==> src/rtl/fifo_camara.sv <==
// Single-clock byte FIFO between the camera/pattern source and its downstream reader.
// Define FIFO_CAMARA_FWFT_EN for first-word-fall-through reads; default is registered reads.
module fifo_camara #(
   parameter int unsigned DATA_W = 8,
   parameter int unsigned ADDR_W = 4
) (
   input  logic              clock,
   input  logic              reset_n,
   input  logic              wr_en,
   input  logic [DATA_W-1:0] wr_data,
   input  logic              rd_en,
   output logic [DATA_W-1:0] rd_data,
   output logic              rd_valid,
   output logic              full,
   output logic              empty,
   output logic [ADDR_W:0]   count,
   output logic              overflow,
   output logic              underflow
);

   localparam int unsigned Depth = 2 ** ADDR_W;
   localparam logic [ADDR_W:0] PtrOne = {{ADDR_W{1'b0}}, 1'b1};

   logic [DATA_W-1:0] mem [Depth];
   logic [ADDR_W:0]   wr_ptr_q, rd_ptr_q;
   logic              overflow_q, underflow_q;
   logic              rd_acc, wr_acc;

   // The extra MSB on each pointer tells full apart from empty when the address bits match.
   always_comb begin
      empty  = (wr_ptr_q == rd_ptr_q);
      full   = (wr_ptr_q[ADDR_W-1:0] == rd_ptr_q[ADDR_W-1:0]) &&
               (wr_ptr_q[ADDR_W] != rd_ptr_q[ADDR_W]);
      count  = wr_ptr_q - rd_ptr_q;
      rd_acc = rd_en & ~empty;
      wr_acc = wr_en & (~full | rd_acc);
   end

   always_ff @(posedge clock or negedge reset_n) begin
      if (!reset_n) begin
         wr_ptr_q    <= '0;
         rd_ptr_q    <= '0;
         overflow_q  <= 1'b0;
         underflow_q <= 1'b0;
      end else begin
         if (wr_acc) wr_ptr_q <= wr_ptr_q + PtrOne;
         if (rd_acc) rd_ptr_q <= rd_ptr_q + PtrOne;
         if (wr_en && !wr_acc) overflow_q <= 1'b1;
         if (rd_en && !rd_acc) underflow_q <= 1'b1;
      end
   end

   // Storage is deliberately not reset; stale words are unreachable once the pointers clear.
   always_ff @(posedge clock) begin
      if (wr_acc) mem[wr_ptr_q[ADDR_W-1:0]] <= wr_data;
   end

   assign overflow  = overflow_q;
   assign underflow = underflow_q;

`ifdef FIFO_CAMARA_FWFT_EN
   // Head word is always presented; rd_en only acknowledges and pops it.
   assign rd_data  = mem[rd_ptr_q[ADDR_W-1:0]];
   assign rd_valid = ~empty;
`else
   logic [DATA_W-1:0] rd_data_q;
   logic              rd_valid_q;

   always_ff @(posedge clock or negedge reset_n) begin
      if (!reset_n) begin
         rd_data_q  <= '0;
         rd_valid_q <= 1'b0;
      end else begin
         rd_valid_q <= rd_acc;
         if (rd_acc) rd_data_q <= mem[rd_ptr_q[ADDR_W-1:0]];
      end
   end

   assign rd_data  = rd_data_q;
   assign rd_valid = rd_valid_q;
`endif

endmodule

==> config.mk <==
export PLATFORM = sky130hd
export DESIGN_NAME = fifo_camara
export DESIGN_NICKNAME = d
export VERILOG_FILES = /design/src/rtl/fifo_camara.sv
export SDC_FILE = /design/constraint.sdc
export NUM_CORES = 1
export LEC_CHECK = 0
export CAP_MARGIN = 20
export CORE_MARGIN = 1
export CORE_UTILIZATION = 35
export CTS_CLUSTER_SIZE = 8
export DETAILED_ROUTE_END_ITERATION = 8
export GPL_TIMING_DRIVEN = 0
export PLACE_DENSITY_LB_ADDON = 0.1
export SETUP_SLACK_MARGIN = 0.15
export SYNTH_ARGS = -nofsm -noshare
export SYNTH_HDL_FRONTEND = slang
export SYNTH_SLANG_ARGS = --single-unit
==> constraint.sdc <==
create_clock -name clock -period 6.3 [get_ports clock]
set_input_delay 1.575 -clock clock [delete_from_list [all_inputs] [get_ports clock]]
set_output_delay 1.575 -clock clock [all_outputs]
set_load 0.005 [all_outputs]
==> impl_metrics.env, run 1 <==
export IMPL_p_leak_nw=2.52
export IMPL_setup_tns_ns=0
export IMPL_swShare=0.311
export IMPL_layout_drive_gt1_share=0.152
export IMPL_peakVddDrop_mv=0.294
export IMPL_p_clk_frac=0.294
export IMPL_grt_antenna_before_repair=0
export IMPL_num_vias=3252
export IMPL_holdCritStartpoint="underflow$_DFFE_PN0P_"
export IMPL_p_per_area_nw_per_um2=490
export IMPL_clock_sinks=149
export IMPL_cp_required_ns=4.72
export IMPL_hpwl_um=9110
export IMPL_fillCellCount=1506
export IMPL_synth_net_count=390
export IMPL_synth_distinct_cells=37
export IMPL_synth_compound_area_frac=0.0540
export IMPL_cp_max_fo=10
export IMPL_drv_cap=0
export IMPL_ant_nets=0
export IMPL_regArea_sq_um=4370
export IMPL_synth_warnings=0
export IMPL_post_dp_cell_area_sq_um=6610
export IMPL_p_int_w=0.00244
export IMPL_root_buffer="clkbuf_16"
export IMPL_power_w=0.00354
export IMPL_drt_iter0_drc=171
export IMPL_power_switching_w=0.00110
export IMPL_min_period_ns=4.43
export IMPL_setup_viol=0
export IMPL_cts_buffer_depth=2
export IMPL_r2r_start="rd_ptr_q[2]$_DFFE_PN0P_"
export IMPL_synth_fa_ha_area_frac=0.0220
export IMPL_hold_class="flip-flop to flip-flop"
export IMPL_areaGrowthSynthToFinish_pct=20.0
export IMPL_max_slew_margin_rel=0.340
export IMPL_cts_tree="yes"
export IMPL_coreArea_sq_um=16700
export IMPL_synth_top_family_by_area="multiplexers"
export IMPL_wl_per_cell_um=20.9
export IMPL_whs_ns=0.461
export IMPL_start_util=0.361
export IMPL_end_kind="primary output"
export IMPL_seqPwrFrac=0.367
export IMPL_cts_buffers=17
export IMPL_avgSynthCellArea_sq_um=16.4
export IMPL_grt_pass1_wl_um=20200
export IMPL_synthCells=368
export IMPL_comb_power_share=0.339
export IMPL_yosys_area_share_simple=0.0586
export IMPL_hold_buffers=0
export IMPL_die_w_um=133
export IMPL_stdcell_area_sq_um=7230
export IMPL_overflow=0
export IMPL_critPathArrivalTime_ns=2.86
export IMPL_wl_um=13700
export IMPL_critPathKind="flip-flop to primary output"
export IMPL_num_rows=47
export IMPL_hold_viol_final=0
export IMPL_slew_violations=0
export IMPL_startpoint="rd_ptr_q[1]$_DFFE_PN0P_"
export IMPL_nNetsFinal=442
export IMPL_clk_pin_slew_worst_paths_ns=0.06
export IMPL_period_share=0.703
export IMPL_fin_util=0.433
export IMPL_layout_common_cells="edfxtp_1, mux2i_1, clkdlybuf4s50_1, nor2_1, o22ai_1"
export IMPL_synthXorXnorAreaFrac=0.0174
export IMPL_ios=30
export IMPL_start_kind="flip-flop"
export IMPL_gp_congestion=0.758
export IMPL_dr_pass1_iters=4
export IMPL_cts_htree_levels=4
export IMPL_synth_area_sq_um=6020
export IMPL_cts_setup_buffers=0
export IMPL_ys_ff_latch=149
export IMPL_worst_slew_pin_slew_ns=0.988
export IMPL_ctsResizeCount=0
export IMPL_grtUsageTotal=0.163
export IMPL_grt_max_degree=22
export IMPL_viasPerCell=4.98
export IMPL_muxShareOfSynthArea=0.0987
export IMPL_fin_skew_ns=0.00582
export IMPL_rsz0062_at_grt="false"
export IMPL_grt_pass1_vias=3278
export IMPL_status="finished, final reports clean"
export IMPL_drc=0
export IMPL_multiInputGateArea_sq_um=1510
export IMPL_clk_latency_ns=0.42
export IMPL_final_common_cell="edfxtp_1"
export IMPL_max_freq_mhz=226
export IMPL_port_buffers=29
export IMPL_ys_seq_area_frac=0.725
export IMPL_diodes=0
export IMPL_dieArea_sq_um=17700
export IMPL_die_h_um=133
per-stage QoR:
step | setup slack (ns) | cells
6_report | 1.87 | 653
5_1_grt | 1.75 | 653
4_1_cts | 1.82 | 652
3_5_place_dp | 2.29 | 620
3_3_place_gp | 2.02 | 617
2_1_floorplan | 3.15 | 368
cells by family (layout without fill, tap and decap cells):
group,count (synthesis),after routing
mux,48,48
compound gates,50,50
xor+xnor,12,12
flops,149,149
fa+ha+maj,10,10
simple gates,71,71
buf+inv,28,93
final timing paths:
| check | to | slack (ns) | cells after the start |
|---|---|---|---|
| worst max-delay path | count[4] | 1.87 | 7 |
| worst min-delay path | underflow$_DFFE_PN0P_ | 0.46 | 1 |
| worst max register to register | mem[2][6]$_DFFE_PP_ | 3.02 | 10 |
| worst min register to register | underflow$_DFFE_PN0P_ | 0.46 | 1 |
| max in group asynchronous | rd_data[5]$_DFFE_PN0P_ | 4.00 | 1 |
| min in group asynchronous | wr_ptr_q[2]$_DFFE_PN0P_ | 1.70 | 1 |
registers in the layout, summed over array words and instances (netlist names):
signal     flops
mem          128
underflow      1
wr_ptr_q       5
overflow       1
rd_ptr_q       5
rd_data        8
rd_valid       1
per-layer routing:
layer  part of all wire  global-route usage  vias up
met3              0.033              0.0342       17
met5                  0                   0        -
met1               0.47               0.219     1645
met4              0.018              0.0644        0
li1                   -                   -     1528
met2               0.48               0.258       62
final cells by class:
type / count / share of cell area
sequential: 149 / 0.604
multi-input combinational: 191 / 0.209
clock buffer: 17 / 0.0588
inverter: 9 / 0.00467
buffer: 19 / 0.0154
timing repair buffer: 33 / 0.0440
tap: 220 / 0.0381
clock inverter: 15 / 0.0260
critical path, cell delays in order, from the launching register on:
cell and delay [ns]:
dfrtp_1 0.53, buf_2 0.30, inv_1 0.14, fa_1 0.45, a21o_1 0.17, a21oi_1 0.17, xnor2_1 0.14, clkdlybuf4s50_1 0.52
synthesized netlist by cell type, drive strengths merged:
master	n	area (sq um)
a211oi	8	60.1
mux2i	32	320
or3	8	50.1
or3b	1	8.76
o31a	1	8.76
buf	15	95.1
edfxtp	128	3840
o22ai	24	150
nand4	5	31.3
a21oi	3	15.0
ha	9	113
nand3	1	5.00
a31o	1	8.76
fa	1	20.0
a21o	3	22.5
and4	1	8.76
a31oi	8	50.1
o21ai	2	10.0
xor2	2	17.5
nor2	28	105
nand2	9	33.8
mux4	8	184
inv	9	33.8
dfrtp	21	526
nor2b	8	50.1
xnor2	10	87.6
nor3	4	20.0
nand2b	3	18.8
and2	1	6.26
nand3b	2	15.0
clkbuf	4	16.3
mux2	8	90.1
power by group through the flow:
stage / Sequential [W] / Combinational, W / Clock (W)
after detailed placement: 0.00132 / 0.00122 / 0
after global routing: 0.00131 / 0.00131 / 0.00110
after CTS: 0.00130 / 0.00123 / 0.00106
after global placement: 0.00132 / 0.00121 / 0
after floorplan: 0.00130 / 0.000737 / 0
final: 0.00130 / 0.00120 / 0.00104
No activity file was read; power rests on OpenSTA's default activity.
==> inputs of run 2 (changes only) <==
==> constraint.sdc (replaced) <==
create_clock -name clock -period 3.9 [get_ports clock]
set_input_delay 0.975 -clock clock [delete_from_list [all_inputs] [get_ports clock]]
set_output_delay 0.975 -clock clock [all_outputs]
set_load 0.005 [all_outputs]
==> impl_metrics.env, run 2 (synthesis gave the netlist of run 1 again) <==
export IMPL_path_cells="clkbuf_4 > buf_6 > inv_1 > ha_1 > a21o_1 > a21oi_1 > xnor2_1 > clkdlybuf4s50_1"
export IMPL_period_share=0.921
export IMPL_crit_end="count[4]"
export IMPL_reg2reg_depth=10
export IMPL_nNetsFinal=444
export IMPL_grt_pass1_vias=3278
export IMPL_min_period_ns=3.59
export IMPL_grt_antenna_before_repair=0
export IMPL_cts_tree="yes"
export IMPL_final_common_cell="edfxtp_1"
export IMPL_hold_class="flip-flop to flip-flop"
export IMPL_clock_sinks=149
export IMPL_start_util=0.361
export IMPL_die_w_um=133
export IMPL_worst_slew_pin_slew_ns=1.00
export IMPL_power_switching_w=0.00179
export IMPL_diodes=0
export IMPL_wl_per_cell_um=20.9
export IMPL_worst_slack_ns=0.308
export IMPL_crit_path_top_delay_cell="clkdlybuf4s50_1"
export IMPL_clk_pin_slew_worst_paths_ns=0.06
export IMPL_start_kind="flip-flop"
export IMPL_pre_cts_ws_ns=0.491
export IMPL_wl_um=13700
export IMPL_end_kind="primary output"
export IMPL_setup_tns_ns=0
export IMPL_ant_nets=0
export IMPL_hpwl_um=9110
export IMPL_gp_congestion=0.758
export IMPL_cpPeakStageDelay_ns=0.52
export IMPL_comb_power_share=0.344
export IMPL_root_buffer="clkbuf_16"
export IMPL_p_leak_nw=2.53
export IMPL_areaGrowthSynthToFinish_pct=20.5
export IMPL_p_int_w=0.00397
export IMPL_dr_pass1_iters=5
export IMPL_hold_viol_final=0
export IMPL_peakVddDrop_mv=0.475
export IMPL_rsz0062_at_grt="false"
export IMPL_ios=30
export IMPL_clk_latency_ns=0.42
export IMPL_max_slew_margin_rel=0.331
export IMPL_largest_reg_flops=128
export IMPL_critPathArrivalTime_ns=2.62
export IMPL_drc=0
export IMPL_grt_max_degree=22
export IMPL_num_vias=3269
export IMPL_fin_util=0.435
export IMPL_viasPerCell=4.99
export IMPL_overflow=0
export IMPL_swShare=0.311
export IMPL_cts_buffers=17
export IMPL_drt_iter0_drc=162
export IMPL_slew_violations=0
export IMPL_critPathKind="flip-flop to primary output"
export IMPL_cts_buffer_depth=2
export IMPL_seqPwrFrac=0.363
export IMPL_setup_viol=0
export IMPL_grt_pass1_wl_um=20200
export IMPL_fin_skew_ns=0.00518
export IMPL_num_rows=47
export IMPL_port_buffers=29
export IMPL_r2r_start="rd_ptr_q[3]$_DFFE_PN0P_"
export IMPL_fillCellCount=1502
export IMPL_layout_drive_gt1_share=0.163
export IMPL_drv_cap=0
export IMPL_startpoint="rd_ptr_q[2]$_DFFE_PN0P_"
export IMPL_p_clk_frac=0.293
export IMPL_dieArea_sq_um=17700
export IMPL_hold_buffers=0
export IMPL_cp_max_fo=10
export IMPL_max_freq_mhz=278
export IMPL_cp_required_ns=2.92
export IMPL_rrSetupSlack_ns=0.75
export IMPL_r2r_end="mem[2][6]$_DFFE_PP_"
export IMPL_status="finished, final reports clean"
export IMPL_die_h_um=133
export IMPL_grtUsageTotal=0.163
export IMPL_layout_common_cells="edfxtp_1, mux2i_1, clkdlybuf4s50_1, nor2_1, o22ai_1"
export IMPL_cts_htree_levels=4
export IMPL_p_per_area_nw_per_um2=793
export IMPL_coreArea_sq_um=16700
run 2: how the worst min path moves through the flow:
| stage | endpoint | startpoint | cells past startpoint |
|---|---|---|---|
| 2_1_floorplan | underflow$_DFFE_PN0P_ | underflow$_DFFE_PN0P_ | 1 |
| 3_3_place_gp | underflow$_DFFE_PN0P_ | underflow$_DFFE_PN0P_ | 1 |
| 3_5_place_dp | underflow$_DFFE_PN0P_ | underflow$_DFFE_PN0P_ | 1 |
| 4_1_cts | underflow$_DFFE_PN0P_ | underflow$_DFFE_PN0P_ | 1 |
| 5_1_grt | underflow$_DFFE_PN0P_ | underflow$_DFFE_PN0P_ | 1 |
| 6_report | underflow$_DFFE_PN0P_ | underflow$_DFFE_PN0P_ | 1 |
run 2: final cells by class:
class                           instances  area (sq um)  area share
Buffer                                 19           123      0.0169
Clock buffer                           17           425      0.0586
Clock inverter                         15           188      0.0259
Inverter                                9          33.8     0.00465
Multi-Input combinational cell        191          1510       0.208
Sequential cell                       149          4370       0.602
Tap cell                              220           275      0.0379
Timing Repair Buffer                   35           333      0.0458
run 2: what timing repair did:
action                     CTS  global route
setup buffers                0             2
gates resized for setup      3             4
setup endpoints to repair    1             1
run 2: metrics by stage:
stage / cell area [sq um] / total power [W] / hold slack, ns / instances
floorplan: 6020 / 0.00329 / 0.451 / 368
global placement: 6590 / 0.00408 / 0.442 / 617
detailed placement: 6610 / 0.00411 / 0.453 / 620
CTS: 7230 / 0.00580 / 0.466 / 652
global route: 7260 / 0.00605 / 0.482 / 655
finish: 7260 / 0.00576 / 0.460 / 655
run 2: critical path: cells and delay by family (launching register included):
| kind | cells | cell delay, ns |
|---|---|---|
| AO/OA/AOI/OAI | 2 | 0.37 |
| XOR/XNOR | 1 | 0.14 |
| adder cells (fa/ha/maj) | 1 | 0.34 |
| buffers and inverters | 4 | 0.95 |
| flip-flops | 1 | 0.40 |
run 2: routing by layer:
layer / vias to the layer above / GRT usage / wire length (um) / part of all wire
met5: - / 0 / 0 / 0
met4: 0 / 0.0644 / 259 / 0.019
met3: 18 / 0.0342 / 365 / 0.027
met2: 58 / 0.259 / 6510 / 0.48
met1: 1662 / 0.219 / 6560 / 0.48
li1: 1531 / - / - / -
run 2: power groups by stage:
stage	Clock (W)	Sequential (W)	Combinational, W
detailed placement	0	0.00213	0.00198
global placement	0	0.00213	0.00195
global route	0.00177	0.00212	0.00216
finish	0.00168	0.00209	0.00198
CTS	0.00171	0.00210	0.00199
floorplan	0	0.00210	0.00119
